===== config.mk =====
export PLATFORM = sky130hd
export DESIGN_NAME = shift_add_multiplier
export DESIGN_NICKNAME = d
export VERILOG_FILES = /design/src/rtl/shift_add_multiplier.sv
export SDC_FILE = /design/constraint.sdc
export NUM_CORES = 1
export LEC_CHECK = 0
export CORE_MARGIN = 4
export CORE_UTILIZATION = 40
export CTS_BUF_LIST = sky130_fd_sc_hd__clkbuf_8
export DETAILED_ROUTE_END_ITERATION = 10
export PLACE_DENSITY = 0.6
export RECOVER_POWER = 25
export SLEW_MARGIN = 20
export SYNTH_ARGS = -nofsm -noshare
export SYNTH_HDL_FRONTEND = slang
export SYNTH_SLANG_ARGS = --single-unit

===== constraint.sdc =====
create_clock -name clk -period 6.4 [get_ports clk]
set_input_delay 0.64 -clock clk [delete_from_list [all_inputs] [get_ports clk]]
set_output_delay 0.64 -clock clk [all_outputs]
set_load 0.02 [all_outputs]

===== src/rtl/shift_add_multiplier.sv =====
// shift_add_multiplier: multi-cycle signed multiplier using a radix-2 Booth
// shift-add loop. An operand pair is accepted in IDLE or DONE. WIDTH
// iterations follow, each one presenting an add/subtract pair to a single
// (WIDTH+1)-bit adder. A one-cycle done pulse then marks the product.
// Optional feature macro: SHIFT_ADD_MULT_ZERO_SKIP_EN. When it is defined,
// a zero operand completes directly in DONE with a product of 0.
module shift_add_multiplier #(
  parameter int WIDTH = 8
) (
  input  logic               clk,
  input  logic               rst,
  input  logic               start,
  input  logic [WIDTH-1:0]   a,
  input  logic [WIDTH-1:0]   b,
  output logic               busy,
  output logic               done,
  output logic [2*WIDTH-1:0] product
);

  localparam int CW = $clog2(WIDTH);

  typedef enum logic [1:0] {
    IDLE = 2'd0,
    BUSY = 2'd1,
    DONE = 2'd2
  } state_t;

  state_t          state;
  logic [WIDTH:0]  acc;     // Booth accumulator, one guard bit wider than the operands
  logic [WIDTH:0]  m;       // sign-extended multiplicand
  logic [WIDTH-1:0] q;      // multiplier; product low half shifts in here
  logic            q_prev;
  logic [CW-1:0]   count;

  logic [WIDTH:0]  addend;
  logic            cin;
  logic [WIDTH:0]  sum;

  // Booth recode of {q[0], q_prev} into the operand pair for the shared adder.
  // Subtraction is formed as acc + ~m + 1.
  always_comb begin
    // NOTE: every signal gets a default first so no path leaves it unassigned (no latch).
    addend = '0;
    cin    = 1'b0;
    case ({q[0], q_prev})
      2'b01:   addend = m;
      2'b10: begin
        addend = ~m;
        cin    = 1'b1;
      end
      default: addend = '0;
    endcase
    sum = acc + addend + {{WIDTH{1'b0}}, cin};
  end

  // Control FSM and datapath: load on accept, one Booth step per BUSY cycle,
  // and registered busy/done/product outputs.
  always_ff @(posedge clk or posedge rst) begin
    if (rst) begin
      state   <= IDLE;
      busy    <= 1'b0;
      done    <= 1'b0;
      product <= '0;
      acc     <= '0;
      m       <= '0;
      q       <= '0;
      q_prev  <= 1'b0;
      count   <= '0;
    end else begin
      // NOTE: sequential state uses non-blocking assignments so that every
      // right-hand side reads the value from before the edge.
      done <= 1'b0;
      case (state)
        IDLE, DONE: begin
          if (start) begin
            m      <= {a[WIDTH-1], a};
            acc    <= '0;
            q      <= b;
            q_prev <= 1'b0;
            count  <= CW'(WIDTH - 1);
`ifdef SHIFT_ADD_MULT_ZERO_SKIP_EN
            if (a == '0 || b == '0) begin
              state   <= DONE;
              busy    <= 1'b0;
              done    <= 1'b1;
              product <= '0;
            end else begin
              state <= BUSY;
              busy  <= 1'b1;
            end
`else
            state <= BUSY;
            busy  <= 1'b1;
`endif
          end else begin
            state <= IDLE;
            busy  <= 1'b0;
          end
        end

        BUSY: begin
          // Arithmetic right shift of {sum, q, q_prev} by one bit.
          acc    <= {sum[WIDTH], sum[WIDTH:1]};
          q      <= {sum[0], q[WIDTH-1:1]};
          q_prev <= q[0];
          if (count == '0) begin
            // Low 2*WIDTH bits of the shifted {acc, q}.
            product <= {sum, q[WIDTH-1:1]};
            state   <= DONE;
            busy    <= 1'b0;
            done    <= 1'b1;
          end else begin
            count <= count - CW'(1);
          end
        end

        default: begin
          state <= IDLE;
          busy  <= 1'b0;
        end
      endcase
    end
  end

endmodule


# Word-level counts from Yosys, hierarchy flattened
# Index checks and enable logic that the tools add are counted.
[op_classes]
n_bitwise = 1
mux = 19
addsub = 3
n_eq_ne = 7
n_reduce_logical = 8
[ops]
columns = ["cell", "count"]
rows = [
  ["case mux 9 bit (2 select lines)", 2],
  ["case mux 8 bit (2 select lines)", 1],
  ["adder 9 x 1 -> 9 bit", 1],
  ["adder 9 bit", 1],
  ["two-way mux 9 bit", 1],
  ["NOT 9 bit", 1],
  ["two-way mux 8 bit", 1],
  ["two-way mux 1 bit", 7],
  ["two-way mux 3 bit", 2],
  ["inequality test 2 bit, second input constant", 3],
  ["case mux 3 bit (2 select lines)", 1],
  ["AND reduction 2 bit", 3],
  ["== test 2 x 1 -> 1 bit, second input constant", 2],
  ["== test 2 bit, second input constant", 2],
  ["case mux 1 bit (2 select lines)", 2],
  ["case mux 2 bit (2 select lines)", 1],
  ["logical NOT 3 bit", 1],
  ["AND reduction 3 bit", 1],
  ["subtractor 3 x 1 -> 3 bit, second input constant", 1],
  ["logical NOT 2 bit", 1],
  ["two-way mux 2 bit", 1],
  ["nonzero test 2 bit", 1],
  ["OR reduction 2 bit", 1],
]
[word_totals]
register_bits = 49
out_inout_bits = 18
inputBits = 19
wordCells = 47

# Logic depth before layout (Yosys ltp)
[logic_depth]
depth_word = 5
ltp_mapped = 11
mapped_depth_nobuf = 10

# Least setup slack after synthesis
# No wires, ideal clock.
[synth_path]
path_type = "register to register"
from = "register q[0]"
to = "register product[13]"
path_slack_ns = 3.887
path_buffers = 1
arrival_time_ns = 2.388
synth_period_minus_slack_ns = 2.513
t_required_ns = 6.275
setup_ns = 0.125
stages_incl_launch_ff = 11
path_cell_list = "dfrtp_1 -> nor2b_1 -> clkbuf_1 -> a21oi_1 -> fa_1 -> fa_1 -> nor2b_4 -> nor3_2 -> o21a_1 -> xnor2_1 -> mux2_2"
[synth_via]
elab_chain_len = 4
elab_cells_between_ends = 6
classes_between = "2 x add/sub; 2 x eq/ne; 2 x mux"
[synth_lines]
columns = ["item", "line", "text"]
rows = [
  ["start, declared", "31", "logic [WIDTH-1:0] q;"],
  ["start signal, assigned", "104", "q <= {sum[0], q[WIDTH-1:1]};"],
  ["== test 2 bit or == test 2 x 1 -> 1 bit (tied branches)", "45", "case ({q[0], q_prev})"],
  ["case mux 9 bit (2 select lines)", "45", ""],
  ["adder 9 bit", "53", "sum = acc + addend + {{WIDTH{1'b0}}, cin};"],
  ["adder 9 x 1 -> 9 bit *", "53", ""],
  ["end signal, assigned", "108", "product <= {sum, q[WIDTH-1:1]};"],
  ["end, declared", "17", "output logic [2*WIDTH-1:0] product"],
]
# Every way passes the cells marked *; elsewhere a longest branch is shown, timed or not.
# A chain may end at the register's enable or synchronous reset.

# Final worst setup path
# Ends and elaborated chain as after synthesis.

==> flow_summary.json <==
{
  "status": "finished, violations left",
  "violations": "max-capacitance violations, max-slew violations",
  "cts_buffer_depth": 2,
  "grt_pass1_vias": 1720,
  "synthCells": 222,
  "clock_sinks": 47,
  "drt_first_iter_violations": 68,
  "rsz0062_at_grt": "false",
  "power_mw": 1.557,
  "total_leakage_power_nw": 1.280,
  "synth_nets": 252,
  "place_hpwl_um": 3287,
  "maxSlewViolCount": 48,
  "combPwrFrac_pct": 49.7,
  "path_cells": "nor2b_1 > a21oi_1 > fa_1 > fa_1 > nor2b_4 > nor3_2 > o21a_1 > xnor2_1 > mux2_2",
  "yosysTopAreaCell": "dfrtp_1",
  "cts_tree": "yes",
  "yosys-top-cells-area": "dfrtp_1 51%, nand2_1 8.2%, o21ai_0 6.1%",
  "synth_top_area_share_pct": 51.17,
  "power_density_nw_per_um2": 547.3,
  "die_area_um2": 7023,
  "synth-edff-count": 0,
  "crit_arrival_ns": 2.95,
  "yosysMostFrequentCell": "nand2_1",
  "fin_worst_skew_ns": 0.008499,
  "async_reset_ff_share_pct": 100.0,
  "gp_congestion": 0.7719,
  "routed_wl_um": 4499,
  "setup_tns_ns": 0,
  "setup_ws_ns": 3.653,
  "critPathBufInv": 0,
  "viasPerCell": 4.945,
  "period_share_pct": 42.93,
  "grt.overflow.total": 0,
  "post-route-cell-area_um2": 2845,
  "avgSynthCellArea_um2": 10.35,
  "cpMaxStageDelayCell": "fa_1",
  "endpoint_kind": "flop",
  "clk_latency_ns": 0.31,
  "utilization_pct": 51.36,
  "layout-drive-gt1-share_pct": 12.06,
  "core_um2": 5540,
  "cap_violations": 1,
  "grt_pass1_wl_um": 8293,
  "dpl-instance-area_um2": 2708,
  "nFillCells": 525,
  "crit_family": "adder cells",
  "ys_ff_latch": 47,
  "wire_per_inst_um": 13.67,
  "hold_viol_final": 0,
  "final_nets": 286,
  "drtAntennaViolNets": 0,
  "diodes": 0,
  "start_util_pct": 41.49,
  "cp_max_fo": 8,
  "cpPeakStageDelay_ns": 0.45,
  "ir_drop_v": 0.0002439,
  "synth-main-ff-cell": "dfrtp_1",
  "seqCellArea_um2": 1176,
  "switching_share_pct": 39.01,
  "ys_warn_count": 0,
  "areaGrowthSynthToFinish_pct": 23.79,
  "io_buffer_count": 36,
  "r2r_setup_slack_ns": 3.65,
  "htree_levels": 2,
  "max_freq_mhz": 364.0,
  "seq_area_frac_synth_pct": 51.17,
  "wl_met3_um": 161,
  "wl_met1_um": 2216,
  "intPower_uw": 949.8,
  "io_pins": 37,
  "critical_path_class": "reg -> reg",
  "grt_max_degree": 48,
  "die_h_um": 83.81,
  "cts_hold_buf": 0,
  "p_sw_uw": 607.4,
  "preCtsSetupSlack_ns": 3.657,
  "multi_input_area_um2": 1036,
  "worstHoldPathType": "reg -> reg",
  "grtUsageTotal_pct": 14.55,
  "cp_data_required_time_ns": 6.60,
  "synth_common_cells": "50 x nand2_1, 47 x dfrtp_1, 28 x o21ai_0",
  "fin_crit_ns": 2.747,
  "worst_pin_slew_ns": 2.018,
  "syn-cell-area_um2": 2298,
  "cts_setup_buffers": 0,
  "ctsResizeCount": 0,
  "std_cell_rows": 27,
  "top_layer": "met4",
  "p_clk_share_pct": 16.6,
  "vias": 1627,
  "wl_met2_um": 2041,
  "clkTransAtPathRegs_ns": 0.09,
  "drc": 0,
  "die_w_um": 83.81,
  "finalSetupViolCount": 0,
  "synth_cell_types": 39,
  "cts_root_buffer": "clkbuf_8",
  "crit_path_frequent_cell": "fa_1",
  "max_slew_margin_pct": -35.26,
  "seqPwrFrac_pct": 33.7,
  "firstDrtPassIters": 4,
  "antenna_found_initial": 0,
  "cts_made_buffers": 5,
  "cp-start-kind": "flop"
}
## power by group through the flow
stage          clock, mW  combinational, mW  sequential, mW
2_1_floorplan          0              0.511           0.568
3_3_place_gp           0              0.765           0.529
3_5_place_dp           0              0.784           0.531
4_1_cts            0.267              0.785           0.525
5_1_grt            0.280              0.878           0.544
6_report           0.259              0.774           0.524
## worst min-delay path, cell delays in order (launching register included)
cell and delay, ns:
dfrtp_1 0.35, nand2_1 0.05, nand2_1 0.06
## layout make-up
type,count,area share (%)
inverter,10,1.363
sequential,47,41.34
multi-input combinational,155,36.41
timing repair buffer,37,12.93
clock inverter,3,2.375
clock buffer,5,2.419
tap,72,3.166
## sequential cells by signal (all words and copies together) (netlist names), 3 cells and up
name / cells
m: 8
product: 16
q: 8
acc: 8
count: 3
## routing by layer
layer,vias up,GRT usage (%)
li1,812,-
met1,787,19.51
met2,21,22.92
met3,7,3.455
met4,0,5.263
met5,-,0
## stage by stage
| stage | std cells | hold slack [ns] |
|---|---|---|
| 4_1_cts | 329 | 0.4867 |
| 2_1_floorplan | 222 | 0.4551 |
| 3_3_place_gp | 321 | 0.4572 |
| 6_report | 329 | 0.4826 |
| 3_5_place_dp | 321 | 0.4639 |
| 5_1_grt | 329 | 0.5185 |
## kinds of logic (layout without fill, tap and decap cells)
kind of cell / after synthesis / in the layout / share of synthesized area, %
AO/OA/AOI/OAI: 46 / 46 / 12.25
buffers and inverters: 20 / 55 / 3.865
multiplexers: 18 / 18 / 8.438
adder cells (fa/ha/maj): 11 / 11 / 6.641
XOR/XNOR: 5 / 5 / 1.906
AND/OR/NAND/NOR: 75 / 75 / 15.73
flip-flops: 47 / 47 / 51.17
## worst paths after layout
| check | startpoint | end | depth (start not counted) |
|---|---|---|---|
| setup reg to reg | q[0] | product[13] | 9 |
| hold reg to reg | product[1] | product[1] | 2 |
| min in group asynchronous | rst | done | 2 |
| setup / recovery | q[0] | product[13] | 9 |
| max in group asynchronous | rst | m[1] | 2 |
| hold / removal | product[1] | product[1] | 2 |
## placed cells by master (no fill, tap or decap), types with 3 or more instances in the layout
cell type and count:
nand2_1 50, xnor2_1 3, mux2_2 11, clkbuf_8 5, inv_1 8, ha_1 9, clkdlybuf4s50_1 35, dfrtp_1 47
nor2_1 6, mux2i_1 7, o21ai_0 28, nand2b_1 6
Note: power is estimated with default switching activity, not from simulation.
